==> src/rtl/vending_if.sv <==
// Coin acceptor / actuator bundle for vending_ctrl.
//   master: coin acceptor and actuator side. It drives coin_valid, coin_type
//           and cancel, and receives credit, purchase, change_pulse,
//           coin_reject and busy.
//   slave : vending_ctrl side. It has the opposite directions.
interface vending_if #(
    parameter int unsigned CREDIT_W = 8
);
    logic                coin_valid;
    logic [1:0]          coin_type;
    logic                cancel;
    logic [CREDIT_W-1:0] credit;
    logic                purchase;
    logic                change_pulse;
    logic                coin_reject;
    logic                busy;

    modport master (
        output coin_valid, coin_type, cancel,
        input  credit, purchase, change_pulse, coin_reject, busy
    );

    modport slave (
        input  coin_valid, coin_type, cancel,
        output credit, purchase, change_pulse, coin_reject, busy
    );
endinterface

==> src/rtl/vending_ctrl.sv <==
// Parametrised vending controller.
// It accumulates credit from three coin types. When the credit reaches PRICE
// it vends automatically. Surplus credit, or all credit on cancel, goes back
// as a train of change_pulse strobes. Each strobe is worth CHANGE_UNIT.
// Ports:
//   clk   : rising-edge clock
//   reset : asynchronous, active-high reset
//   bus   : vending_if.slave
//           inputs  coin_valid, coin_type[1:0], cancel
//           outputs credit[CREDIT_W-1:0], purchase, change_pulse,
//                   coin_reject, busy
module vending_ctrl #(
    parameter int unsigned CREDIT_W    = 8,
    parameter int unsigned PRICE       = 20,
    parameter int unsigned COIN_A      = 10,
    parameter int unsigned COIN_B      = 20,
    parameter int unsigned COIN_C      = 50,
    parameter int unsigned MAX_CREDIT  = 100,
    parameter int unsigned CHANGE_UNIT = 10
) (
    input  logic      clk,
    input  logic      reset,
    vending_if.slave  bus
);
    localparam int unsigned SUM_W = CREDIT_W + 1;

    localparam logic [1:0] IDLE    = 2'b00;
    localparam logic [1:0] COLLECT = 2'b01;
    localparam logic [1:0] VEND    = 2'b10;
    localparam logic [1:0] REFUND  = 2'b11;

    localparam logic [SUM_W-1:0]    VAL_A   = SUM_W'(COIN_A);
    localparam logic [SUM_W-1:0]    VAL_B   = SUM_W'(COIN_B);
    localparam logic [SUM_W-1:0]    VAL_C   = SUM_W'(COIN_C);
    localparam logic [SUM_W-1:0]    MAX_V   = SUM_W'(MAX_CREDIT);
    localparam logic [SUM_W-1:0]    PRICE_S = SUM_W'(PRICE);
    localparam logic [CREDIT_W-1:0] PRICE_C = CREDIT_W'(PRICE);
    localparam logic [CREDIT_W-1:0] UNIT_C  = CREDIT_W'(CHANGE_UNIT);

    logic [1:0]          state_q, state_d;
    logic [CREDIT_W-1:0] credit_q, credit_d;
    logic                coin_reject_q, coin_reject_d;

    logic [SUM_W-1:0]    coin_value;
    logic [SUM_W-1:0]    sum;

    always_comb begin
        coin_value = '0;
        case (bus.coin_type)
            2'b01:   coin_value = VAL_A;
            2'b10:   coin_value = VAL_B;
            2'b11:   coin_value = VAL_C;
            default: coin_value = '0;
        endcase
        // Keep the carry bit so that an overflowing sum is still compared
        // correctly against MAX_CREDIT.
        sum = {1'b0, credit_q} + coin_value;
    end

    always_comb begin
        state_d       = state_q;
        credit_d      = credit_q;
        coin_reject_d = 1'b0;

        case (state_q)
            IDLE, COLLECT: begin
                if ((state_q == COLLECT) && bus.cancel) begin
                    // Cancel wins over a coin in the same cycle. That coin is rejected.
                    state_d       = REFUND;
                    coin_reject_d = bus.coin_valid;
                end else if (bus.coin_valid) begin
                    if ((bus.coin_type == 2'b00) || (sum > MAX_V)) begin
                        coin_reject_d = 1'b1;
                    end else begin
                        credit_d = sum[CREDIT_W-1:0];
                        state_d  = (sum >= PRICE_S) ? VEND : COLLECT;
                    end
                end
            end
            VEND: begin
                coin_reject_d = bus.coin_valid;
                credit_d      = credit_q - PRICE_C;
                state_d       = (credit_q > PRICE_C) ? REFUND : IDLE;
            end
            REFUND: begin
                coin_reject_d = bus.coin_valid;
                // The last pulse goes out while credit holds one unit or less.
                // Any sub-unit residue is dropped at the same time.
                if (credit_q <= UNIT_C) begin
                    credit_d = '0;
                    state_d  = IDLE;
                end else begin
                    credit_d = credit_q - UNIT_C;
                end
            end
            default: begin
                state_d  = IDLE;
                credit_d = '0;
            end
        endcase
    end

    always_ff @(posedge clk or posedge reset) begin
        if (reset) begin
            state_q       <= IDLE;
            credit_q      <= '0;
            coin_reject_q <= 1'b0;
        end else begin
            state_q       <= state_d;
            credit_q      <= credit_d;
            coin_reject_q <= coin_reject_d;
        end
    end

    assign bus.credit       = credit_q;
    assign bus.purchase     = (state_q == VEND);
    assign bus.change_pulse = (state_q == REFUND);
    assign bus.busy         = (state_q == VEND) || (state_q == REFUND);
    assign bus.coin_reject  = coin_reject_q;
endmodule
==> src/flat_wrapper.sv <==
// flat-port wrapper written by rule: the top's interface ports become plain ports
module vending_ctrl_flat 
#(
    parameter int unsigned CREDIT_W    = 8,
    parameter int unsigned PRICE       = 20,
    parameter int unsigned COIN_A      = 10,
    parameter int unsigned COIN_B      = 20,
    parameter int unsigned COIN_C      = 50,
    parameter int unsigned MAX_CREDIT  = 100,
    parameter int unsigned CHANGE_UNIT = 10
)
  (clk, reset, bus_coin_valid, bus_coin_type, bus_cancel, bus_credit, bus_purchase, bus_change_pulse, bus_coin_reject, bus_busy);
  vending_if #(.CREDIT_W(CREDIT_W)) bus_i ();
  input  logic clk;
  input  logic reset;
  input wire logic [$bits(bus_i.coin_valid)-1:0] bus_coin_valid;
  input wire logic [$bits(bus_i.coin_type)-1:0] bus_coin_type;
  input wire logic [$bits(bus_i.cancel)-1:0] bus_cancel;
  output wire logic [$bits(bus_i.credit)-1:0] bus_credit;
  output wire logic [$bits(bus_i.purchase)-1:0] bus_purchase;
  output wire logic [$bits(bus_i.change_pulse)-1:0] bus_change_pulse;
  output wire logic [$bits(bus_i.coin_reject)-1:0] bus_coin_reject;
  output wire logic [$bits(bus_i.busy)-1:0] bus_busy;
  assign bus_i.coin_valid = bus_coin_valid;
  assign bus_i.coin_type = bus_coin_type;
  assign bus_i.cancel = bus_cancel;
  assign bus_credit = bus_i.credit;
  assign bus_purchase = bus_i.purchase;
  assign bus_change_pulse = bus_i.change_pulse;
  assign bus_coin_reject = bus_i.coin_reject;
  assign bus_busy = bus_i.busy;
  vending_ctrl #(.CREDIT_W(CREDIT_W), .PRICE(PRICE), .COIN_A(COIN_A), .COIN_B(COIN_B), .COIN_C(COIN_C), .MAX_CREDIT(MAX_CREDIT), .CHANGE_UNIT(CHANGE_UNIT)) u_core (.clk(clk), .reset(reset), .bus(bus_i));
endmodule
==> config.mk <==
export PLATFORM = sky130hd
export DESIGN_NAME = vending_ctrl_flat
export DESIGN_NICKNAME = d
export VERILOG_FILES = /design/src/rtl/vending_if.sv /design/src/rtl/vending_ctrl.sv /design/src/flat_wrapper.sv
export SDC_FILE = /design/constraint.sdc
export NUM_CORES = 1
export LEC_CHECK = 0
export ABC_AREA = 1
export BUFFER_PORTS_ARGS = -buffer_cell sky130_fd_sc_hd__buf_4
export CAP_MARGIN = 20
export CORE_MARGIN = 5
export CORE_UTILIZATION = 35
export CTS_BUF_LIST = sky130_fd_sc_hd__clkbuf_4 sky130_fd_sc_hd__clkbuf_8 sky130_fd_sc_hd__clkbuf_16
export CTS_CLUSTER_SIZE = 14
export DETAILED_ROUTE_END_ITERATION = 6
export SKIP_LAST_GASP = 1
export SLEW_MARGIN = 20
export SYNTH_ARGS = -nofsm -noshare
export SYNTH_HDL_FRONTEND = slang
export SYNTH_SLANG_ARGS = --single-unit
==> constraint.sdc <==
create_clock -name clk -period 6.2 [get_ports clk]
set_clock_uncertainty 0.05 [all_clocks]
set_input_delay 0.31 -clock clk [delete_from_list [all_inputs] [get_ports clk]]
set_output_delay 0.31 -clock clk [all_outputs]
set_load 0.05 [all_outputs]
* Word-level counts from Yosys, hierarchy flattened
Cells that the tools add are included.
** Word-level totals
- Register bits after elaboration :: 11
- Input port bits :: 6
- Output and inout bits :: 12
- Word-level logic and storage cells :: 48
** Cells by class
- Add/sub/neg operators :: 3
- Order comparisons :: 4
- Equal/unequal tests :: 12
- Multiplexer cells :: 17
- Reduce and logical (&&, ||, !) cells :: 9
** Operators with widths (number)
- $mux 8 :: 4
- $pmux 8 s3 :: 1
- $pmux 6 s3 :: 1
- $mux 2 :: 6
- $add 8x6->9 :: 1
- $ge 9x5->1 const B :: 1
- $gt 9x7->1 const B :: 1
- $eq 2x2->1 const B :: 4
- $gt 8x5->1 const B :: 1
- $le 8x4->1 const B :: 1
- $sub 8x4->8 const B :: 1
- $sub 8x5->8 const B :: 1
- $ne 2x2->1 const B :: 3
- $ne 3x2->1 const B :: 2
- $pmux 2 s3 :: 1
- $reduce_and 3->1 :: 2
- $eq 2x1->1 const B :: 2
- $logic_not 2->1 :: 2
- $reduce_or 2->1 :: 2
- $mux 1 :: 3
- $logic_or 1x1->1 :: 2
- $ne 2x1->1 const B :: 1
- $pmux 1 s2 :: 1
- $logic_and 1x1->1 :: 1

* Longest topological paths before layout
- Word-level depth :: 9
- Gate-level depth with buffers :: 20

* Least setup slack after synthesis
No wires, ideal clock.
- Kind :: register to register
- Start :: reg u_core.credit_q[2], in the netlist u_core.bus.credit[2]
- End :: reg u_core.credit_q[3], in the netlist u_core.bus.credit[3]
- Arrival time :: 2424 ps
- Data required time :: 6030 ps
- Slack :: 3605 ps
- Stages on the path, launching flop included :: 17
- Path buffers :: 0
- Period minus slack after synthesis :: 2595 ps
- Cells stage by stage :: dfrtp_1 -> inv_1 -> fa_1 -> inv_1 -> nand2_2 -> nand2_4 -> nand2_2 -> nand3_1 -> nand2_1 -> nor2_4 -> nand2_1 -> nand2_2 -> nand3_4 -> nand2_4 -> nand2_4 -> nand2_1 -> nand2_1
** On the way
- Cells in the longest elaborated chain, start to end :: 5
- Elaborated cells between the ends (all ways) :: 13
- Classes of those cells :: add/sub (3); order compare (2); eq/ne (1); mux (5); reduce/logical (2)
** Ends and longest elaborated chain
- from (decl) :: RTL line vending_ctrl.sv:41 : logic [CREDIT_W-1:0] credit_q, credit_d;
- from (signal assigned) :: RTL line vending_ctrl.sv:110 : credit_q <= credit_d;
- $add 8x6->9 :: RTL line vending_ctrl.sv:57 : sum = {1'b0, credit_q} + coin_value;
- $gt 9x7->1 or $mux 8 (tied branches) :: RTL line vending_ctrl.sv:72 : if ((bus.coin_type == 2'b00) || (sum > MAX_V)) begin
- $logic_or 1x1->1 or $mux 8 (tied branches) :: RTL line vending_ctrl.sv:72, vending_ctrl.sv:71
- $ne 2x2->1 (no source line) or $mux 8 (tied branches)
- $reduce_and 3->1 (no source line) or $pmux 8 s3 (tied branches)
Several ways; a longest one is shown, not always the timed one. The select of a mux whose other input is x is not followed.
A chain may end at the register's enable or synchronous reset.

* Worst setup path in the final report
- Start :: reg u_core.credit_q[1], in the netlist u_core.bus.credit[1]
- End :: reg u_core.credit_q[6], in the netlist u_core.bus.credit[6]
Same word-level chain as after synthesis.

==> flow_summary.ini <==
[grt]
track_usage_pct = 12.8
grt_pass1_wl_um = 5390
grt_overflow = 0
grt_start_max_net_pins = 11
grt_pass1_vias = 1203
grt_antenna_before_repair = 0

[final_layout]
nFillCells = 403
antenna_cells = 0
stdcell_count = 276
nNetsFinal = 248
multi_input_area_um2 = 900
register_area_um2 = 250
drive_gt1_share_pct = 17.5
syn_to_final_growth_pct = 13.1

[sta]
maxSlewHeadroom_pct = 65.9
hold_viol = 0
tightest_slew_ns = 0.506
finalSetupTns_ns = 0
drv_slew = 0
max_freq_mhz = 402
setup_viol = 0
period_share_pct = 40.1
rsz0062_at_grt = no
finalCriticalPeriod_ns = 2.49

[logic_synthesis]
synth_compound_area_share_pct = 9.86
synth_nets = 233
synth-edff-count = 0
syn_area_per_cell_um2 = 6.26
syn_inst = 215
yosysMostFrequentCell = nand2_1
ys_seq_elements = 10
ys_top_cells_by_area = dfrtp_1 19%, nand2_1 17%, ha_1 10%
synth_top_family_by_area = simple AND/OR/NAND/NOR gates
seq_area_frac_synth_pct = 18.6
synth_top_area_share_pct = 18.6
synthSimpleGateAreaFrac_pct = 41.8
synth_cell_types = 30
synth-xor-area-share_pct = 3.26
async_flop_share_pct = 100
yosysWarningCount = 0
synth_area_um2 = 1350
yosys_most_used_dff = dfrtp_1
synthMuxAreaShare_pct = 0
synth_common_cells = 60 x nand2_1, 35 x inv_1, 22 x nand3_1
synthAdderAreaFrac_pct = 11.7
yosysTopAreaCell = dfrtp_1

[critical_path]
endpoint_kind = flip-flop
cp_max_fo = 8
crit_type = flip-flop to flip-flop
start_kind = flip-flop
required_ns = 6.26
cp.arrival_ns = 2.55

[clocking]
root_buffer = clkbuf_8
clk_pin_slew_ns = 0.04
cts_max_level = 1
cts_resized = 0
clk_latency_ns = 0.23
clockBufferDepth = 2
clock-sinks = 10
cts_setup_buffers = 0
hold_buffers = 0
cts_tree = done
cts_buffers = 3

[detailed_routing]
drtAntennaViolNets = 0
drc_errors = 0
first_pass_iters = 5
initialDrtViolationCount = 71
via_per_inst = 4.71
routed_wl_um = 3170
post_drt_wl_per_cell_um = 11.5
routed-via-count = 1301

[flow_run]
maxCapViolCount = 0

[run_status]
outcome = completed

[placement]
dp_cells = 273
place.gp.congestion = 0.802
port-buffer-count = 16
dp_hpwl_um = 2650

[min_path]
worstHoldPathType = input port to asynchronous set/reset pin

[die]
die_h_um = 72.0
die-area_um2 = 5180
die_w_um = 72.0
io_pins = 18
start_util_pct = 36.5
rows = 22
core_um2 = 3690
critical path, cell delays in order (launching register included):
cell and delay, ns:
dfrtp_1 0.46, ha_1 0.23, inv_1 0.06, fa_1 0.42, inv_1 0.14, nand2_2 0.09, nand2_4 0.07, nand2_2 0.05
nand3_1 0.06, nand2_1 0.09, nor2_4 0.09, nand2_1 0.07, nand2_2 0.09, nand3_4 0.08, nand2_4 0.12, nand2_4 0.09
nand2_1 0.07, nand2_1 0.05
state kept, by name, indices dropped and copies added, names as in the netlist:
name	cells
u_core.bus.credit	7
u_core.bus.coin_reject	1
u_core.state_q	2
through the flow:
| step | util [%] | cell area [µm²] | setup WS [ns] | hold slack (ns) |
|---|---|---|---|---|
| after detailed placement | 40.1 | 1480 | 3.74 | 0.266 |
| after global placement | 40.1 | 1480 | 3.76 | 0.269 |
| after global routing | 41.2 | 1520 | 3.37 | 0.0406 |
| after CTS | 41.2 | 1520 | 3.73 | 0.0228 |
| final | 41.2 | 1520 | 3.71 | 0.00844 |
| after floorplan | - | 1350 | 3.61 | 0.100 |
cells by family (layout without fill, tap and decap cells):
kind of cell,after synthesis,count (layout)
buffers and inverters,46,59
xor gates and xnor gates,5,5
adders and majority gates,12,12
and+or+nand+nor,119,119
DFF,10,10
AOI/OAI and AO/OA,22,22
other,1,1
final cells by class:
cell class	instances	share of cell area (%)
sequential	10	16.4
multi-input combinational	159	59.1
clock buffer	3	2.71
tap	48	3.95
inverter	40	9.87
timing repair buffer	16	7.89
worst paths after layout:
check	depth (start not counted)	end	slack [ns]	start
worst max-delay path	17	u_core.bus.credit[6]	3.71	u_core.bus.credit[1]
worst min-delay path	2	u_core.bus.credit[1]	0.008	reset
worst max register to register	17	u_core.bus.credit[6]	3.71	u_core.bus.credit[1]
worst min register to register	2	u_core.state_q[0]	0.52	u_core.state_q[0]
max in group asynchronous	2	u_core.bus.credit[7]	5.81	reset
min in group clk	3	u_core.bus.coin_reject	0.26	bus_coin_valid
per-layer routing:
| layer | global-route usage, % | wire (µm) | vias to the layer above | part of all wire (%) |
|---|---|---|---|---|
| li1 | - | - | 701 | - |
| met1 | 17.3 | 1610 | 572 | 51 |
| met2 | 21.9 | 1420 | 26 | 45 |
| met3 | 2.77 | 129 | 2 | 4.1 |
| met4 | 0.626 | 12 | 0 | 0.38 |
| met5 | 0 | 0 | - | 0 |
placed cells by master (no fill, tap or decap), drive strengths merged:
cell / synthesis / final
nand2: 72 / 72
inv: 40 / 40
nand3: 24 / 24
nor2: 18 / 18
buf: 4 / 16
ha: 11 / 11
dfrtp: 10 / 10
o21ai: 8 / 8
a21oi: 6 / 6
xor2: 4 / 4
o221ai: 4 / 4
nand4: 3 / 3
clkbuf: 2 / 3
xnor2: 1 / 1
nor3: 1 / 1
nand3b: 1 / 1
a31oi: 1 / 1
o22ai: 1 / 1
o21bai: 1 / 1
a22oi: 1 / 1
fa: 1 / 1
conb: 1 / 1
Power is left out: the tool's default activity adds up to more than one toggle a clock period on the data nets, which glitch-free logic cannot reach.
